$ cat config.mk
export PLATFORM = sky130hd
export DESIGN_NAME = sort_sequencer
export DESIGN_NICKNAME = d
export VERILOG_FILES = /design/src/rtl/sort_pkg.sv /design/src/rtl/sort_mod_cnt.sv /design/src/rtl/sort_sequencer.sv
export SDC_FILE = /design/constraint.sdc
export NUM_CORES = 1
export LEC_CHECK = 0
export CORE_AREA = 5 5 60 62
export DETAILED_ROUTE_END_ITERATION = 12
export DIE_AREA = 0 0 65 67
export PLACE_DENSITY = 0.7
export SYNTH_ARGS = -nofsm -noshare
export SYNTH_HDL_FRONTEND = slang
export SYNTH_HIERARCHICAL = 1
export SYNTH_SLANG_ARGS = --single-unit
$ cat constraint.sdc
create_clock -name clk -period 5.3 [get_ports clk]
set_input_delay 0.795 -clock clk [delete_from_list [all_inputs] [get_ports clk]]
set_output_delay 0.795 -clock clk [all_outputs]
set_load 0.02 [all_outputs]
$ cat src/rtl/sort_pkg.sv
// Shared defaults and state encoding for the serial sort controller.
package sort_pkg;

  localparam int N_ELEM_DEF   = 9;
  localparam int PASS_LEN_DEF = 10;
  localparam int TAP_DLY_DEF  = 4;
  localparam int CNT_W_DEF    = 4;
  localparam int PERF_W       = 16;

  typedef enum logic [2:0] {
    ST_IDLE   = 3'd0,
    ST_LOAD   = 3'd1,
    ST_SEED   = 3'd2,
    ST_SORT   = 3'd3,
    ST_UNLOAD = 3'd4
  } sort_state_e;

endpackage

$ cat src/rtl/sort_mod_cnt.sv
// Modulo counter: sync clear wins over enable; wraps to 0 after reaching last_i.
module sort_mod_cnt #(
  parameter int W = 4
) (
  input  logic         clk,
  input  logic         rst_n,
  input  logic         en_i,
  input  logic         clr_i,
  input  logic [W-1:0] last_i,
  output logic [W-1:0] cnt_o,
  output logic         tc_o
);

  logic [W-1:0] cnt_q, cnt_d;

  assign tc_o  = (cnt_q == last_i);
  assign cnt_o = cnt_q;

  always_comb begin
    cnt_d = cnt_q;
    if (clr_i)     cnt_d = '0;
    else if (en_i) cnt_d = tc_o ? '0 : cnt_q + 1'b1;
  end

  always_ff @(posedge clk or negedge rst_n) begin
    if (!rst_n) cnt_q <= '0;
    else        cnt_q <= cnt_d;
  end

endmodule

$ cat src/rtl/sort_sequencer.sv
// Control FSM for the 9-entry serial sort datapath: load, seed, compare passes, unload.
// Optional SORT_PERF_EN adds a saturating busy-cycle counter on perf_cycles_o.
import sort_pkg::*;

module sort_sequencer #(
  parameter int N_ELEM   = N_ELEM_DEF,
  parameter int PASS_LEN = PASS_LEN_DEF,
  parameter int TAP_DLY  = TAP_DLY_DEF,
  parameter int CNT_W    = CNT_W_DEF
) (
  input  logic              clk,
  input  logic              rst_n,
  input  logic              start_i,
  input  logic              in_valid_i,
  output logic              in_ready_o,
  input  logic              end_i,
  input  logic              is_bigger_i,
  output logic              boot_o,
  output logic              wr_bigger_o,
  output logic              mux_control_o,
  output logic              mux_A_o,
  output logic              out_valid_o,
  output logic              busy_o,
  output logic              done_o,
  output logic              err_o,
  output logic [PERF_W-1:0] perf_cycles_o
);

  localparam logic [CNT_W-1:0] LOAD_LAST = CNT_W'(N_ELEM - 1);
  localparam logic [CNT_W-1:0] SORT_LAST = CNT_W'(PASS_LEN - 1);
  localparam logic [CNT_W-1:0] PASS_LAST = CNT_W'(N_ELEM - 1);
  localparam logic [CNT_W-1:0] OV_FIRST  = CNT_W'(TAP_DLY);
  localparam logic [CNT_W-1:0] OV_LAST   = CNT_W'(TAP_DLY + N_ELEM - 1);
  localparam logic [CNT_W-1:0] UNLD_LAST = CNT_W'(TAP_DLY + N_ELEM);

  sort_state_e      state_q, state_d;
  logic             err_q, err_d;
  logic             done_q, done_d;
  logic [CNT_W-1:0] cyc_cnt, cyc_last, pass_cnt_unused;
  logic             cyc_tc, pass_tc;

  // Terminal value of the cycle counter depends only on the current phase.
  always_comb begin
    cyc_last = '1;
    case (state_q)
      ST_LOAD:   cyc_last = LOAD_LAST;
      ST_SORT:   cyc_last = SORT_LAST;
      ST_UNLOAD: cyc_last = UNLD_LAST;
      default:   cyc_last = '1;
    endcase
  end

  sort_mod_cnt #(.W(CNT_W)) u_cyc_cnt (
    .clk    (clk),
    .rst_n  (rst_n),
    .en_i   (state_q != ST_IDLE),
    .clr_i  (state_d != state_q),
    .last_i (cyc_last),
    .cnt_o  (cyc_cnt),
    .tc_o   (cyc_tc)
  );

  sort_mod_cnt #(.W(CNT_W)) u_pass_cnt (
    .clk    (clk),
    .rst_n  (rst_n),
    .en_i   ((state_q == ST_SORT) && cyc_tc),
    .clr_i  (state_q != ST_SORT),
    .last_i (PASS_LAST),
    .cnt_o  (pass_cnt_unused),
    .tc_o   (pass_tc)
  );

  always_comb begin
    state_d       = state_q;
    err_d         = err_q;
    done_d        = 1'b0;
    in_ready_o    = 1'b0;
    boot_o        = 1'b0;
    wr_bigger_o   = 1'b0;
    mux_control_o = 1'b0;
    mux_A_o       = 1'b0;
    out_valid_o   = 1'b0;
    case (state_q)
      ST_IDLE: begin
        if (start_i) begin
          state_d = ST_LOAD;
          err_d   = 1'b0;
        end
      end
      ST_LOAD: begin
        boot_o     = 1'b1;
        in_ready_o = 1'b1;
        mux_A_o    = 1'b1;
        if (!in_valid_i) begin
          err_d   = 1'b1;
          state_d = ST_IDLE;
        end else if (cyc_tc) begin
          state_d = ST_SEED;
        end
      end
      ST_SEED: begin
        // Extra token makes the chain all-ones for the whole sort phase.
        wr_bigger_o = 1'b1;
        mux_A_o     = 1'b1;
        state_d     = ST_SORT;
      end
      ST_SORT: begin
        mux_control_o = 1'b1;
        wr_bigger_o   = is_bigger_i;
        if (!end_i) begin
          err_d   = 1'b1;
          state_d = ST_IDLE;
        end else if (cyc_tc && pass_tc) begin
          state_d = ST_UNLOAD;
        end
      end
      ST_UNLOAD: begin
        mux_control_o = 1'b1;
        out_valid_o   = (cyc_cnt >= OV_FIRST) && (cyc_cnt <= OV_LAST);
        done_d        = (cyc_cnt == OV_LAST);
        if (cyc_tc) state_d = ST_IDLE;
      end
      default: state_d = ST_IDLE;
    endcase
  end

  always_ff @(posedge clk or negedge rst_n) begin
    if (!rst_n) begin
      state_q <= ST_IDLE;
      err_q   <= 1'b0;
      done_q  <= 1'b0;
    end else begin
      state_q <= state_d;
      err_q   <= err_d;
      done_q  <= done_d;
    end
  end

  assign busy_o = (state_q != ST_IDLE);
  assign done_o = done_q;
  assign err_o  = err_q;

`ifdef SORT_PERF_EN
  logic [PERF_W-1:0] perf_q, perf_d;

  // The accept cycle counts as the first one, so the final value is start-to-done inclusive.
  always_comb begin
    perf_d = perf_q;
    if (state_q == ST_IDLE) begin
      if (start_i) perf_d = PERF_W'(1);
    end else if (perf_q != '1) begin
      perf_d = perf_q + 1'b1;
    end
  end

  always_ff @(posedge clk or negedge rst_n) begin
    if (!rst_n) perf_q <= '0;
    else        perf_q <= perf_d;
  end

  assign perf_cycles_o = perf_q;
`else
  assign perf_cycles_o = '0;
`endif

endmodule

# Word-level counts from Yosys, hierarchy flattened
# Index checks and enable logic that the tools add are counted.
# totals
regBits,13
input_bits,6
out_inout_bits,25
word_cells,56
# classes
addsub,2
order_cmp,2
n_eq_ne,12
mux,24
reduce_logical,11
# op_table
operator,count
$mux W4,6
$mux W3,6
$pmux W3 S5,1
$pmux W3 S3,1
$add A4 B1 Y4 const B,2
$eq A4 B4 Y1 const B,2
$mux W1,8
$eq A3 B2 Y1 const B,2
$ne A2 B2 Y1 const B,3
$reduce_bool A3 Y1,2
$eq A4 B4 Y1,1
$ge A4 B3 Y1 const B,1
$le A4 B4 Y1 const B,1
$reduce_and A4 Y1,1
$reduce_bool A2 Y1,2
$reduce_or A2 Y1,2
$eq A3 B1 Y1 const B,1
$eq A3 B3 Y1 const B,1
$logic_and A1 B1 Y1,3
$logic_not A3 Y1,1
$ne A3 B2 Y1 const B,1
$ne A3 B3 Y1,1
$pmux W1 S3,1
$pmux W1 S2,1

# Longest topological paths before layout
# depth
ltp_word,9
mapped_depth,11
ltp_nobuf,11

# By module
# The synthesis kept the hierarchy.
# modules_own_cells
module,instances,cells_per_inst,area_each_um2,seq_area_each_um2
sort_sequencer,1,67,569.3,125.1
sort_mod_cnt,2,27,284.0,100.1

# Least setup slack after synthesis
# No wires, ideal clock.
# synth_timing
kind,register to register
start,reg state_q[1]
end,reg u_cyc_cnt.cnt_q[1] (netlist: u_cyc_cnt/cnt_o[1])
setup_time_ns,0.154
arrival_ns,2.665
required_ns,5.146
slack_ns,2.481
path_stages_with_launch,11
path_buffers,1
period_less_slack_ns,2.819
cell_sequence,dfrtp_1 -> buf_6 -> or3b_4 -> and2_1 -> xor2_1 -> nor4_4 -> nor2b_1 -> a21bo_2 -> o211ai_1 -> nand3b_1 -> o32ai_1
# synth_via
elab_chain_cells,9
elab_cells_between_ends,21
classes_between,eq/ne: 6; mux: 11; reduce/logical: 4
# synth_lines
item,line,source
start: declaration,sort_sequencer.sv:36,"sort_state_e state_q, state_d;"
start signal: assignment,sort_sequencer.sv:133,state_q <= state_d;
$eq A3 B3 Y1 (tied with other cells),sort_sequencer.sv:45,case (state_q)
$pmux W3 S3 (*),sort_sequencer.sv:45,
net cyc_last[1],sort_sequencer.sv:39,"logic [CNT_W-1:0] cyc_cnt, cyc_last, pass_cnt_unused;"
$eq A4 B4 Y1 (*),sort_mod_cnt.sv:16,assign tc_o = (cnt_q == last_i);
net cyc_tc,sort_sequencer.sv:40,"logic cyc_tc, pass_tc;"
$logic_and A1 B1 Y1,sort_sequencer.sv:113,end else if (cyc_tc && pass_tc) begin
$mux W3,sort_sequencer.sv:113,
$mux W3,sort_sequencer.sv:110,if (!end_i) begin
$pmux W3 S5,sort_sequencer.sv:83,case (state_q)
$ne A3 B3 Y1,sort_sequencer.sv:57,".clr_i (state_d != state_q),"
$mux W4 or $reduce_bool A2 Y1 (tied branches),-,
end signal: assignment,sort_mod_cnt.sv:27,else cnt_q <= cnt_d;
end: declaration,sort_mod_cnt.sv:14,"logic [W-1:0] cnt_q, cnt_d;"
# The timed path passes the listed nets; every way through them passes the cells marked *. The select of a mux whose other input is x is not followed.
# A chain may end at the register's enable or synchronous reset.

# Final worst setup path
# layout_timing
start,reg state_q[0]
end,reg u_cyc_cnt.cnt_q[1] (netlist: u_cyc_cnt/cnt_o[1])
# The elaborated chain is that of the path after synthesis.

==> results.md <==
* Hold violation total from the final report at 0
* Area growth from synthesis to final layout at 10.01%
* Peak fanout along the critical path at 14
* Cells after synthesis at 121
* First DRT Iteration DRCs at 35
* CP max-delay cell: nor4_4
* DR pass1 iterations at 4
* WP data arrival at 3.33 ns
* Avg Inst Size Synth at 9.400 sq um
* Number of hold-repair buffers added at the cts stage at 0
* Number of nets in the finished design at 145
* Antenna Violating Nets Remaining at 0
* Antenna fix cells at 0
* Insertion delay to the later sink of the worst-skew pair at 0.28 ns
* Total GRT Usage at 10.27%
* Number of warnings reported in the yosys synthesis log at 6
* Library cell with the largest summed area after synthesis: dfrtp_1
* Die width at 65 um
* Count of vias placed by the detailed router at 842
* Register area share after synthesis at 28.60%
* IR Drop Worst-Case VDD at 0.3345 mV
* Total wire length at 2102 um
* Worst Clk Skew at 0.007554 ns
* Worst Setup Start Kind: flip-flop
* Clock period minus final worst setup slack at 3.206 ns
* Setup tns final at 0 ns
* Count of distinct cell types in the synthesized netlist at 41
* Post-synthesis async set-or-reset flop share at 100.0%
* Die ar. at 4355 sq um
* Share of post-route cells with drive strength above 1 at 14.71%
* Clk sinks at 13
* Antenna violations before repair at 0
* Flip-flop cell with the highest count after synthesis: dfrtp_1
* Setup repair bufs after CTS at 0
* Share of Yosys cell area claimed by the top area cell type at 28.60%
* Clk Tree Root Cell: clkbuf_4
* Worst min-delay path class: reg2reg
* Share of the core filled with cells at 42.02%
* Power density over the cells at 424.4 nW/um^2
* Max-slew violation count at 0
* Deepest clock path buffer count at 2
* Startpoint of the lowest-slack register-to-register path: state_q[0]
* Vias per inst at 4.982
* Detailed Place HPWL at 1623 um
* RSZ-0062 raised after global routing: no
* Relative max-transition margin at 59.53%
* Cells along the critical path: or3b_4 -> and2_1 -> xor2_1 -> nor4_4 -> nor2b_1 -> a21bo_2 -> o211ai_1 -> nand3b_1 -> o32ai_1
* Number of flops mapped to enable cells by yosys at 0
* Wire length of the first global-routing pass at 3422 um
* Slew at the pin closest to its max-slew limit at 0.6026 ns
* CTS tree: yes
* Critical Path Max Stage Delay at 0.61 ns
* Routed WL per cell at 12.44 um
* Cell row count at 20
* Status: complete, no violations
* FF+latch count, synth at 13
* TritonCTS buffer count at 3
* Post-cts gate resize count at 0
* DRC Markers at 0
* Total standard cell area after synthesis at 1137 sq um
* Min-delay src: err_o
* Largest net degree at the start of global routing at 15
* Port-buffer cells at 14
* Top post-synthesis cells by area: dfrtp_1 29%, buf_4 11%, xor2_1 6.2%, nor4_4 5.6%, nand2_1 3.3%
* CP startpoint: state_q[0]
* Critical Path RT at 5.43 ns
* Placeable Area at 2978 sq um
* Global route total overflow at 0
* # setup viols final at 0
* Final weighted congestion in routability-driven placement at 0.7252
* H-tree depth at 1
* Number of global-route vias before repair at 804
* Clock transition at the registers of the reported paths at 0.08 ns
* Crit Path Class: reg2reg
* Final setup slack of the worst path at 2.094 ns
* Place WS at 2.111 ns
* Leak Pwr at 0.5449 nW
* Cell family with the largest share of critical-path delay: simple AND/OR/NAND/NOR gates
* Endpoint kind of the worst setup timing path: flip-flop
* Die extent in y at 67 um
* Fmax achieved at 312.0 MHz
* Starting density of the core at 38.19%
* Final period utilization at 60.48%
* Top Ports at 31
* Critical path buffer and inverter count at 0
* Total of max-cap violations at 0
## path summary, 6_finish.rpt
check	to	slack (ns)	cells past startpoint
hold / removal	err_o	0.52	1
setup reg to reg	u_cyc_cnt/cnt_o[1]	2.09	9
min in group asynchronous	err_o	0.89	1
max in group asynchronous	u_pass_cnt/cnt_o[0]	4.01	1
setup / recovery	u_cyc_cnt/cnt_o[1]	2.09	9
hold reg to reg	err_o	0.52	1
## layout make-up
cell class	instances	area, sq um
Multi-Input combinational cell	101	703.2
Sequential cell	13	325.3
Tap cell	33	41.29
Clock buffer	4	26.28
Fill cell	295	1727
Inverter	4	15.01
Timing Repair Buffer	14	140.1
## state kept, by name, indices dropped and copies added (netlist names)
register          count
done_o                1
u_cyc_cnt/cnt_o       4
u_pass_cnt/cnt_o      4
state_q               3
err_o                 1
## stage by stage
stage | instances | total power [W] | hold slack [ns] | cell area, sq um
2_1_floorplan | 140 | 0.0004004 | 0.4994 | 1209
5_1_grt | 169 | 0.0005745 | 0.5664 | 1251
6_report | 169 | 0.0005310 | 0.5229 | 1251
3_3_place_gp | 165 | 0.0004635 | 0.5137 | 1225
3_5_place_dp | 165 | 0.0004720 | 0.5086 | 1225
4_1_cts | 169 | 0.0005357 | 0.5299 | 1251
## placed cells by master, fill, tap and decap left out, drive strengths merged, types with 4 or more instances in the layout
| cell | netlist | routed |
|---|---|---|
| or2b | 5 | 5 |
| o32ai | 4 | 4 |
| clkdlybuf4s50 | 0 | 14 |
| clkbuf | 2 | 4 |
| conb | 2 | 21 |
| inv | 4 | 4 |
| xor2 | 8 | 8 |
| nor2 | 9 | 9 |
| dfrtp | 13 | 13 |
| nand2 | 10 | 10 |
## where the power goes
part           internal (W)  switching (W)  leakage (nW)
Clock             0.0000292      0.0000306        0.0150
Combinational      0.000137       0.000173         0.354
Sequential         0.000118      0.0000429         0.176
## synth_stat cells (3+ instances only)
cell / count
buf_4: 17
dfrtp_1: 13
nand2_1: 10
nor2_1: 9
xor2_1: 8
inv_1: 4
o32ai_1: 4
or2b_1: 4
mux2_2: 3
nand3_1: 3
nor4_4: 3
o22ai_1: 3
## worst register-to-register path: cells and delay by family (launching register included)
| kind | cells | cell delay, ns |
|---|---|---|
| simple gates | 5 | 1.59 |
| xor+xnor | 1 | 0.19 |
| compound gates | 3 | 0.75 |
| flops | 1 | 0.53 |
## cell families (layout without fill, tap and decap cells)
logic type	after synthesis	count (layout)	share of synthesized area, %
and+or+nand+nor	40	40	23.10
adders and majority gates	2	2	2.200
other	2	21	0.6603
AOI/OAI and AO/OA	24	24	17.93
DFF	13	13	28.60
buffers and inverters	26	22	15.84
muxes	5	5	4.730
xor gates and xnor gates	9	9	6.931
## per-layer routing
metal | part of all wire [%] | GRT usage (%) | routed length, um
met5 | 0 | 0 | 0
met3 | 7.4 | 4.216 | 156
met4 | 1.1 | 3.694 | 23
met2 | 49 | 16.60 | 1023
met1 | 43 | 12.18 | 898
Note: power is estimated with default switching activity, not from simulation.
